## config.mk

```make
export PLATFORM = sky130hd
export DESIGN_NAME = dmem_arbiter_flat
export DESIGN_NICKNAME = d
export VERILOG_FILES = /design/src/rtl/dmem_arbiter_pkg.sv /design/src/rtl/dmem_arbiter_if.sv /design/src/rtl/dmem_arbiter_arb_rr2.sv /design/src/rtl/dmem_arbiter.sv /design/src/flat_wrapper.sv
export SDC_FILE = /design/constraint.sdc
export NUM_CORES = 1
export LEC_CHECK = 0
export CORE_MARGIN = 1.5
export CORE_UTILIZATION = 30
export CTS_CLUSTER_DIAMETER = 40
export CTS_CLUSTER_SIZE = 14
export DETAILED_ROUTE_END_ITERATION = 7
export GPL_TIMING_DRIVEN = 0
export PLACE_DENSITY = 0.76
export RECOVER_POWER = 50
export REMOVE_ABC_BUFFERS = 1
export SYNTH_ARGS = -nofsm -noshare
export SYNTH_HDL_FRONTEND = slang
export SYNTH_SLANG_ARGS = --single-unit
export TNS_END_PERCENT = 50
```

## constraint.sdc

```tcl
create_clock -name clk -period 4.75 [get_ports clk]
set_input_delay 0.95 -clock clk [delete_from_list [all_inputs] [get_ports clk]]
set_output_delay 0.95 -clock clk [all_outputs]
set_load 0.02 [all_outputs]
```

## src/rtl/dmem_arbiter_pkg.sv

```systemverilog
`default_nettype none
// ============================================================================
// Module   : dsp_mem_pkg
// Brief    : Shared types and constants for the data-memory arbiter.
// Revision : 1.0
// ============================================================================
package dsp_mem_pkg;

    localparam int DEF_AW     = 16;
    localparam int DEF_DW     = 16;
    localparam int NUM_REQ    = 2;
    localparam int REQ_LOADER = 0;
    localparam int REQ_DSP    = 1;

    typedef enum logic [1:0] {
        IDLE   = 2'd0,
        GRANT0 = 2'd1,
        GRANT1 = 2'd2
    } arb_state_e;

    function automatic arb_state_e grant_state(input logic idx);
        return idx ? GRANT1 : GRANT0;
    endfunction

endpackage
`default_nettype wire

```

## src/rtl/dmem_arbiter_if.sv

```systemverilog
`default_nettype none
// ============================================================================
// Module   : dmem_arbiter_if
// Brief    : Requester, memory and statistics bundle of the data-memory arbiter.
// Revision : 1.0
// ============================================================================
interface dmem_arbiter_if
    import dsp_mem_pkg::*;
#(
    parameter int AW = DEF_AW,
    parameter int DW = DEF_DW
);

    logic          req_0;
    logic          we_0;
    logic [AW-1:0] addr_0;
    logic [DW-1:0] wdata_0;
    logic          gnt_0;
    logic [DW-1:0] rdata_0;
    logic          rvalid_0;

    logic          req_1;
    logic          we_1;
    logic [AW-1:0] addr_1;
    logic [DW-1:0] wdata_1;
    logic          gnt_1;
    logic [DW-1:0] rdata_1;
    logic          rvalid_1;

    logic [AW-1:0] mem_read_addr;
    logic [AW-1:0] mem_write_addr;
    logic [DW-1:0] mem_write_data;
    logic          mem_write_en;
    logic [DW-1:0] mem_read_data;

    logic [15:0]   gnt_cnt_0;
    logic [15:0]   gnt_cnt_1;

    modport slave (
        input  req_0, we_0, addr_0, wdata_0,
        input  req_1, we_1, addr_1, wdata_1,
        output gnt_0, rdata_0, rvalid_0,
        output gnt_1, rdata_1, rvalid_1,
        output mem_read_addr, mem_write_addr, mem_write_data, mem_write_en,
        input  mem_read_data,
        output gnt_cnt_0, gnt_cnt_1
    );

    modport master (
        output req_0, we_0, addr_0, wdata_0,
        output req_1, we_1, addr_1, wdata_1,
        input  gnt_0, rdata_0, rvalid_0,
        input  gnt_1, rdata_1, rvalid_1,
        input  mem_read_addr, mem_write_addr, mem_write_data, mem_write_en,
        output mem_read_data,
        input  gnt_cnt_0, gnt_cnt_1
    );

endinterface
`default_nettype wire

```

## src/rtl/dmem_arbiter_arb_rr2.sv

```systemverilog
`default_nettype none
// ============================================================================
// Module   : arb_rr2
// Brief    : Two-way round-robin winner select holding the last-grant pointer.
// Revision : 1.0
// ============================================================================
module arb_rr2
    import dsp_mem_pkg::*;
(
    input  logic       clk,
    input  logic       rst_n,
    input  logic [1:0] req_i,
    input  logic       upd_i,
    input  logic       upd_idx_i,
    output logic       any_o,
    output logic       win_o
);

    logic last_q;

    // Pointer starts at the DSP so the loader wins the first tie.
    always_ff @(posedge clk or negedge rst_n) begin
        if (!rst_n) begin
            last_q <= 1'b1;
        end else if (upd_i) begin
            last_q <= upd_idx_i;
        end
    end

    always_comb begin
        any_o = |req_i;
        if (req_i[REQ_LOADER] && req_i[REQ_DSP]) begin
            win_o = ~last_q;
        end else begin
            win_o = req_i[REQ_DSP];
        end
    end

endmodule
`default_nettype wire

```

## src/rtl/dmem_arbiter.sv

```systemverilog
`default_nettype none
// ============================================================================
// Module   : dmem_arbiter
// Brief    : Two-requester data-memory arbiter, round-robin with burst cap.
//            Grant statistics are built only with DMEM_ARBITER_STATS_EN.
// Revision : 1.0
// ============================================================================
module dmem_arbiter
    import dsp_mem_pkg::*;
#(
    parameter int AW        = DEF_AW,
    parameter int DW        = DEF_DW,
    parameter int MAX_BURST = 8
) (
    input  logic           clk,
    input  logic           rst_n,
    dmem_arbiter_if.slave  bus
);

    localparam logic [7:0] BURST_LAST = 8'(MAX_BURST - 1);

    arb_state_e          state_q;
    logic [7:0]          beat_cnt_q;
    logic [NUM_REQ-1:0]  rvalid_q;
    logic [DW-1:0]       rdata_q [NUM_REQ];

    logic [NUM_REQ-1:0]  w_req;
    logic [NUM_REQ-1:0]  w_we;
    logic [NUM_REQ-1:0]  w_gnt;
    logic [NUM_REQ-1:0]  w_acc;
    logic [AW-1:0]       w_addr  [NUM_REQ];
    logic [DW-1:0]       w_wdata [NUM_REQ];
    logic                w_own;
    logic                w_own_req;
    logic                w_oth_req;
    logic                w_any;
    logic                w_win;

    assign w_req      = {bus.req_1, bus.req_0};
    assign w_we       = {bus.we_1,  bus.we_0};
    assign w_addr[0]  = bus.addr_0;
    assign w_addr[1]  = bus.addr_1;
    assign w_wdata[0] = bus.wdata_0;
    assign w_wdata[1] = bus.wdata_1;

    assign w_gnt[REQ_LOADER] = (state_q == GRANT0);
    assign w_gnt[REQ_DSP]    = (state_q == GRANT1);
    assign w_acc             = w_req & w_gnt;

    // Owner index is only meaningful outside IDLE.
    assign w_own     = (state_q == GRANT1);
    assign w_own_req = w_req[w_own];
    assign w_oth_req = w_req[~w_own];

    arb_rr2 u_arb (
        .clk       (clk),
        .rst_n     (rst_n),
        .req_i     (w_req),
        .upd_i     (state_q != IDLE),
        .upd_idx_i (w_own),
        .any_o     (w_any),
        .win_o     (w_win)
    );

    always_ff @(posedge clk or negedge rst_n) begin
        if (!rst_n) begin
            state_q    <= IDLE;
            beat_cnt_q <= '0;
        end else begin
            unique case (state_q)
                IDLE: begin
                    beat_cnt_q <= '0;
                    if (w_any) begin
                        state_q <= grant_state(w_win);
                    end
                end
                GRANT0, GRANT1: begin
                    if (!w_own_req) begin
                        beat_cnt_q <= '0;
                        state_q    <= w_oth_req ? grant_state(~w_own) : IDLE;
                    end else if (beat_cnt_q == BURST_LAST) begin
                        // Burst cap: hand over if the other side waits, else restart.
                        beat_cnt_q <= '0;
                        if (w_oth_req) begin
                            state_q <= grant_state(~w_own);
                        end
                    end else begin
                        beat_cnt_q <= beat_cnt_q + 8'd1;
                    end
                end
                default: begin
                    state_q    <= IDLE;
                    beat_cnt_q <= '0;
                end
            endcase
        end
    end

    always_comb begin
        bus.mem_read_addr  = '0;
        bus.mem_write_addr = '0;
        bus.mem_write_data = '0;
        bus.mem_write_en   = 1'b0;
        if (state_q != IDLE) begin
            bus.mem_read_addr  = w_addr[w_own];
            bus.mem_write_addr = w_addr[w_own];
            bus.mem_write_data = w_wdata[w_own];
            bus.mem_write_en   = w_own_req & w_we[w_own];
        end
    end

    always_ff @(posedge clk or negedge rst_n) begin
        if (!rst_n) begin
            rvalid_q <= '0;
            for (int k = 0; k < NUM_REQ; k++) begin
                rdata_q[k] <= '0;
            end
        end else begin
            rvalid_q <= w_acc & ~w_we;
            for (int k = 0; k < NUM_REQ; k++) begin
                if (w_acc[k] && !w_we[k]) begin
                    rdata_q[k] <= bus.mem_read_data;
                end
            end
        end
    end

    assign bus.gnt_0    = w_gnt[REQ_LOADER];
    assign bus.gnt_1    = w_gnt[REQ_DSP];
    assign bus.rvalid_0 = rvalid_q[REQ_LOADER];
    assign bus.rvalid_1 = rvalid_q[REQ_DSP];
    assign bus.rdata_0  = rdata_q[REQ_LOADER];
    assign bus.rdata_1  = rdata_q[REQ_DSP];

`ifdef DMEM_ARBITER_STATS_EN
    logic [15:0] gnt_cnt_q [NUM_REQ];

    always_ff @(posedge clk or negedge rst_n) begin
        if (!rst_n) begin
            for (int k = 0; k < NUM_REQ; k++) begin
                gnt_cnt_q[k] <= '0;
            end
        end else begin
            for (int k = 0; k < NUM_REQ; k++) begin
                if (w_acc[k] && (gnt_cnt_q[k] != 16'hFFFF)) begin
                    gnt_cnt_q[k] <= gnt_cnt_q[k] + 16'd1;
                end
            end
        end
    end

    assign bus.gnt_cnt_0 = gnt_cnt_q[REQ_LOADER];
    assign bus.gnt_cnt_1 = gnt_cnt_q[REQ_DSP];
`else
    assign bus.gnt_cnt_0 = '0;
    assign bus.gnt_cnt_1 = '0;
`endif

endmodule
`default_nettype wire

```

## src/flat_wrapper.sv

```systemverilog
// flat-port wrapper written by rule: the top's interface ports become plain ports
module dmem_arbiter_flat import dsp_mem_pkg::*;
#(
    parameter int AW        = DEF_AW,
    parameter int DW        = DEF_DW,
    parameter int MAX_BURST = 8
)
  (clk, rst_n, bus_req_0, bus_we_0, bus_addr_0, bus_wdata_0, bus_req_1, bus_we_1, bus_addr_1, bus_wdata_1, bus_gnt_0, bus_rdata_0, bus_rvalid_0, bus_gnt_1, bus_rdata_1, bus_rvalid_1, bus_mem_read_addr, bus_mem_write_addr, bus_mem_write_data, bus_mem_write_en, bus_mem_read_data, bus_gnt_cnt_0, bus_gnt_cnt_1);
  dmem_arbiter_if #(.AW(AW), .DW(DW)) bus_i ();
  input  logic clk;
  input  logic rst_n;
  input wire logic [$bits(bus_i.req_0)-1:0] bus_req_0;
  input wire logic [$bits(bus_i.we_0)-1:0] bus_we_0;
  input wire logic [$bits(bus_i.addr_0)-1:0] bus_addr_0;
  input wire logic [$bits(bus_i.wdata_0)-1:0] bus_wdata_0;
  input wire logic [$bits(bus_i.req_1)-1:0] bus_req_1;
  input wire logic [$bits(bus_i.we_1)-1:0] bus_we_1;
  input wire logic [$bits(bus_i.addr_1)-1:0] bus_addr_1;
  input wire logic [$bits(bus_i.wdata_1)-1:0] bus_wdata_1;
  output wire logic [$bits(bus_i.gnt_0)-1:0] bus_gnt_0;
  output wire logic [$bits(bus_i.rdata_0)-1:0] bus_rdata_0;
  output wire logic [$bits(bus_i.rvalid_0)-1:0] bus_rvalid_0;
  output wire logic [$bits(bus_i.gnt_1)-1:0] bus_gnt_1;
  output wire logic [$bits(bus_i.rdata_1)-1:0] bus_rdata_1;
  output wire logic [$bits(bus_i.rvalid_1)-1:0] bus_rvalid_1;
  output wire logic [$bits(bus_i.mem_read_addr)-1:0] bus_mem_read_addr;
  output wire logic [$bits(bus_i.mem_write_addr)-1:0] bus_mem_write_addr;
  output wire logic [$bits(bus_i.mem_write_data)-1:0] bus_mem_write_data;
  output wire logic [$bits(bus_i.mem_write_en)-1:0] bus_mem_write_en;
  input wire logic [$bits(bus_i.mem_read_data)-1:0] bus_mem_read_data;
  output wire logic [$bits(bus_i.gnt_cnt_0)-1:0] bus_gnt_cnt_0;
  output wire logic [$bits(bus_i.gnt_cnt_1)-1:0] bus_gnt_cnt_1;
  assign bus_i.req_0 = bus_req_0;
  assign bus_i.we_0 = bus_we_0;
  assign bus_i.addr_0 = bus_addr_0;
  assign bus_i.wdata_0 = bus_wdata_0;
  assign bus_i.req_1 = bus_req_1;
  assign bus_i.we_1 = bus_we_1;
  assign bus_i.addr_1 = bus_addr_1;
  assign bus_i.wdata_1 = bus_wdata_1;
  assign bus_gnt_0 = bus_i.gnt_0;
  assign bus_rdata_0 = bus_i.rdata_0;
  assign bus_rvalid_0 = bus_i.rvalid_0;
  assign bus_gnt_1 = bus_i.gnt_1;
  assign bus_rdata_1 = bus_i.rdata_1;
  assign bus_rvalid_1 = bus_i.rvalid_1;
  assign bus_mem_read_addr = bus_i.mem_read_addr;
  assign bus_mem_write_addr = bus_i.mem_write_addr;
  assign bus_mem_write_data = bus_i.mem_write_data;
  assign bus_mem_write_en = bus_i.mem_write_en;
  assign bus_i.mem_read_data = bus_mem_read_data;
  assign bus_gnt_cnt_0 = bus_i.gnt_cnt_0;
  assign bus_gnt_cnt_1 = bus_i.gnt_cnt_1;
  dmem_arbiter #(.AW(AW), .DW(DW), .MAX_BURST(MAX_BURST)) u_core (.clk(clk), .rst_n(rst_n), .bus(bus_i));
endmodule
```

Word-level counts from Yosys, hierarchy flattened
Index checks and enable logic that the tools add are counted.

storage, ports and cells
  flip-flop bits (word level) = 45
  output and inout port bits = 117
  word-level logic and storage cells = 60

cells by class
  add/sub/neg operators = 1
  order comparisons = 3
  equal/unequal tests = 6
  multiplexer cells = 27
  bitwise gates (word level) = 7
  reduce and logical (&&, ||, !) cells = 10

operators with widths
  cell                                                       number
  two-way mux 16 bit                                         8
  two-way mux 8 bit                                          3
  two-way mux 2 bit                                          7
  adder 8 x 1 -> 8 bit (second input constant)               1
  == test 8 x 3 -> 1 bit (second input constant)             1
  two-way mux 1 bit                                          8
  != test 3 bit (second input constant)                      2
  bitwise AND 2 bit                                          2
  < comparator 1 x 2 -> 1 bit (second input constant)        2
  one-hot mux 2 bit (2 select lines)                         1
  OR reduction 2 bit                                         2
  logical AND 1 bit                                          3
  AND reduction 3 bit                                        1
  == test 2 x 1 -> 1 bit (second input constant)             1
  == test 2 bit (second input constant)                      1
  greater-or-equal comparator 2 bit (second input constant)  1
  logical NOT 1 bit                                          2
  logical NOT 2 bit                                          1
  != test 2 bit (second input constant)                      1
  inverter 1 bit                                             2
  inverter 1 -> 2 bit                                        1
  inverter 2 bit                                             1
  nonzero test 2 bit                                         1
  bitwise AND 1 bit                                          1

Logic depth before layout (Yosys ltp)
  depth in word-level cells = 8
  gate-level depth with buffers = 8

Modules after synthesis
From an unflattened synthesis, not the netlist that was laid out.

unflattened totals
  cell total of the unflattened synthesis = 296
  area, all modules = 2800.2 um2

modules (own cells, without submodules)
  module        times used  cells an instance  area an instance (um2)
  dmem_arbiter  1           292                2745.1
  arb_rr2       1           4                  55.1

Worst setup path after synthesis
OpenSTA, ideal clock, no wires.

  path type = register to output
  start = register u_core.state_q[0]
  end = output port bus_mem_write_addr[10]
  data arrival time = 1.857 ns
  setup slack = 1.943 ns
  cell stages (with the launch flop) = 8
  path buffers = 3
  cell sequence = dfrtp_1 > inv_1 > ha_1 > buf_6 > buf_2 > mux2i_1 > nor2_1 > buf_4

between the ends
  cells in the longest elaborated chain, start to end = 6

ends and longest elaborated chain
  item                                                    RTL line             text
  start, declared                                         dmem_arbiter.sv:22   arb_state_e state_q;
  start signal, assigned                                  dmem_arbiter.sv:74   state_q <= grant_state(w_win);
  start signal, assigned                                  dmem_arbiter.sv:80   state_q <= w_oth_req ? grant_state(~w_own) : IDLE;
  start signal, assigned                                  dmem_arbiter.sv:85   state_q <= grant_state(~w_own);
  == test 2 bit                                           -
  named net bus_gnt_1                                     flat_wrapper.sv:23   output wire logic [$bits(bus_i.gnt_1)-1:0] bus_gnt_1;
  inverter 1 -> 2 bit (not written as such)               dmem_arbiter.sv:106  bus.mem_write_addr = w_addr[w_own];
  two-way mux 16 bit (not written as such) (3 in series)  dmem_arbiter.sv:106
  two-way mux 16 bit                                      dmem_arbiter.sv:104  if (state_q != IDLE) begin
  end, declared                                           flat_wrapper.sv:27   output wire logic [$bits(bus_i.mem_write_addr)-1:0] bus_mem_write_addr;

The timed path passes the listed nets, and every way through them passes these cells. The select of a mux whose other input is x is not followed.

Worst setup path after layout
  start = register u_core.state_q[0]
  end = output port bus_mem_write_data[13]

between the ends
  cells in the longest elaborated chain, start to end = 6

ends and longest elaborated chain
  item                                                    RTL line             text
  == test 2 bit                                           dmem_arbiter.sv:51   assign w_own = (state_q == GRANT1);
  inverter 1 -> 2 bit (not written as such)               dmem_arbiter.sv:107  bus.mem_write_data = w_wdata[w_own];
  two-way mux 16 bit (not written as such) (3 in series)  dmem_arbiter.sv:107
  two-way mux 16 bit *                                    dmem_arbiter.sv:104
  end, declared                                           flat_wrapper.sv:28   output wire logic [$bits(bus_i.mem_write_data)-1:0] bus_mem_write_data;

Mark *: on every way between the ends. The rest lies on a longest branch, timed or not. The select of a mux whose other input is x is not followed.

==> impl_metrics.json <==
{
  "io_buffers": 170,
  "outcome": "complete, but fails checks",
  "initial_utilization_pct": 31.45,
  "final_cell_mix": "clkdlybuf4s50_1 (137), nand2_1 (99), dfrtp_1 (44)",
  "peakVddDrop_mv": 0.2888,
  "cp_slowest_cell": "ha_1",
  "cts_num_sinks": 45,
  "violations": "max-capacitance violations, max-slew violations",
  "mostFrequentLayoutCell": "clkdlybuf4s50_1",
  "first_pass_iters": 4,
  "fin_crit_ps": 3831,
  "cts_resized": 0,
  "maxCapViolations": 1,
  "cpLargestDelayFamily": "buffers and inverters",
  "num-fill-cells": 845,
  "worst-path-buf-inv": 3,
  "slew_viol_final": 41,
  "antenna_left": 0,
  "place.gp.congestion": 0.7569,
  "slowest_delay_ps": 810,
  "synth.cell_area_um2": 2783,
  "fin_ws_ps": 918.7,
  "maxUsedRoutingLayer": "met4",
  "wl_met1_mm": 2.978,
  "critPathKind": "flop to primary output",
  "tightest_slew_ps": 2028,
  "crit_chain": "inv_1 -> ha_1 -> buf_12 -> mux2i_1 -> nor2_1 -> clkdlybuf4s50_1",
  "timing.setup.tns_ps": 0,
  "worstPathMaxFanout": 22,
  "clockRootBuffer": "clkbuf_8",
  "p_leak_nw": 2.039,
  "antennaDiodeCount": 0,
  "grt_pass1_wl_mm": 12.72,
  "drtIter0Drc": 71,
  "antenna_found_initial": 0,
  "ff_latch_area_um2": 1127,
  "finalSetupViolations": 0,
  "grt_pass1_vias": 2694,
  "core_um2": 8848,
  "period_share_pct": 80.66,
  "grt_max_degree": 41,
  "io_pins": 203,
  "groute.usage.overall_pct": 16.09,
  "path_clk_slew_ps": 70,
  "powerDensity_nw_per_um2": 607.5,
  "syn_avg_cell_area_um2": 8.510,
  "via_count": 2567,
  "max_freq_ghz": 0.2610,
  "wl_met3_um": 628,
  "cts_hold_buffers": 0,
  "multi_input_area_um2": 1316,
  "grt_overflow_total": 0,
  "synth-seq-cells": 45,
  "wl_per_cell_um": 13.29,
  "cts_buffers": 5,
  "cts_tree": "yes",
  "num_rows": 34,
  "clk_latency_ps": 280,
  "hp-class": "flop to flop",
  "met2_length_mm": 3.996,
  "fp.dieW_um": 99.31,
  "drive_above_1_share_pct": 2.101,
  "area_growth_pct": 58.00,
  "layout.nets": 567,
  "die_height_um": 99.31,
  "relSlewSlack_pct": -35.20,
  "drc_errors": 0,
  "ys_types": 32,
  "worstPathRequired_ps": 3800,
  "syn_inst": 327,
  "setup.worst_path.end_class": "primary output",
  "vias_per_cell": 4.396,
  "dp_slack_ps": 1254,
  "yosysWarnings": 0,
  "arrival_ps": 2880,
  "dp_hpwl_mm": 6.062,
  "cp-start-kind": "flop",
  "post_cts_buffers": 0,
  "synth.yosys.seq_area_share_pct": 40.51,
  "cts_htree_levels": 2,
  "die-area_um2": 9862,
  "cts_buffer_depth": 2,
  "hold_violations": 0,
  "clock_skew_ps": 3.690,
  "wl_mm": 7.761,
  "rsz0062_at_grt": "no"
}
-- worst paths after layout --
kind                                            from                      to  slack [ps]  depth (start not counted)
worst max-delay path               u_core.state_q[0]  bus_mem_write_data[13]         920                          6
worst min-delay path            u_core.beat_cnt_q[0]    u_core.beat_cnt_q[0]         460                          1
worst max register to register     u_core.state_q[0]       u_core.state_q[0]        1950                          6
worst min register to register  u_core.beat_cnt_q[0]    u_core.beat_cnt_q[0]         460                          1
max in group asynchronous                      rst_n   u_core.bus.rdata_1[5]        2000                          2
min in group asynchronous                      rst_n       u_core.state_q[1]         540                          1
-- through the flow --
| step | hold WS (ps) | total power [mW] | instance area (um2) | util (%) | std cells |
|---|---|---|---|---|---|
| 3_5_place_dp | 449.2 | 2.532 | 4344 | 49.10 | 576 |
| 6_report | 457.3 | 2.671 | 4397 | 49.69 | 584 |
| 4_1_cts | 460.1 | 2.770 | 4428 | 50.04 | 584 |
| 5_1_grt | 502.7 | 2.863 | 4397 | 49.69 | 584 |
| 2_1_floorplan | 425.1 | 1.631 | 2470 | - | 296 |
| 3_3_place_gp | 442.9 | 2.503 | 4307 | 48.67 | 574 |
-- kinds of logic after synthesis --
| group | synth area share, % |
|---|---|
| simple gates | 23.79 |
| buf+inv | 15.96 |
| flops | 40.51 |
| mux | 13.53 |
| fa+ha+maj | 2.698 |
| xor+xnor | 1.888 |
| compound gates | 1.484 |
| other cells | 0.1348 |
-- worst register-to-register path, cell delays in order, from the launching register on --
cell	delay, ps
dfrtp_1	430
inv_1	140
ha_1	810
mux2i_1	390
nor2b_1	120
a211oi_1	440
mux2_1	360
-- routing by layer --
layer | GRT usage (%) | vias up
met1 | 18.41 | 1182
met3 | 4.287 | 12
li1 | - | 1251
met5 | 0 | -
met2 | 29.14 | 122
met4 | 5.200 | 0
-- cell type report --
cell class                      count  area share, %
Clock buffer                        7          1.736
Clock inverter                      1         0.1707
Inverter                            4         0.3415
Multi-Input combinational cell    247          29.94
Sequential cell                    45          25.64
Tap cell                          108          3.073
Timing Repair Buffer              172          39.10
-- registers in the layout, summed over array words and instances (netlist names) --
signal	cells
u_core.bus.rdata_0	16
u_core.bus.rdata_1	16
u_core.beat_cnt_q	8
u_core.rvalid_q	2
u_core.state_q	2
u_core.u_arb.last_q	1
-- cell usage after synthesis --
master	n	area (um2)
nand4bb_1	1	11.26
dfstp_2	1	26.28
clkinv_1	2	7.510
clkbuf_1	6	22.52
a211oi_2	1	12.51
nand4_1	2	12.51
nor3b_1	1	7.510
nand3b_1	3	22.52
xnor2_1	2	17.52
mux2i_1	34	340.3
buf_2	7	35.03
a21oi_1	1	5.000
a31o_2	1	8.760
buf_6	1	11.26
nand2_1	99	371.6
nor3_1	2	10.01
mux2i_2	1	13.76
inv_1	2	7.510
nand2b_1	3	18.77
xor2_1	4	35.03
nand3_1	6	30.03
mux2_1	1	11.26
nor2_1	40	150.1
buf_4	48	360.4
mux2_2	1	11.26
dfrtp_1	44	1101
a22o_1	1	8.760
nor2b_2	1	8.760
conb_1	1	3.750
ha_1	6	75.07
and3_1	3	18.77
a31oi_1	1	6.260
-- power breakdown --
part / switching, mW / internal, mW / total [mW]
Clock: 0.117 / 0.104 / 0.221
Sequential: 0.0839 / 0.542 / 0.626
Combinational: 0.995 / 0.830 / 1.82
Power figures use the tool's default switching activity.
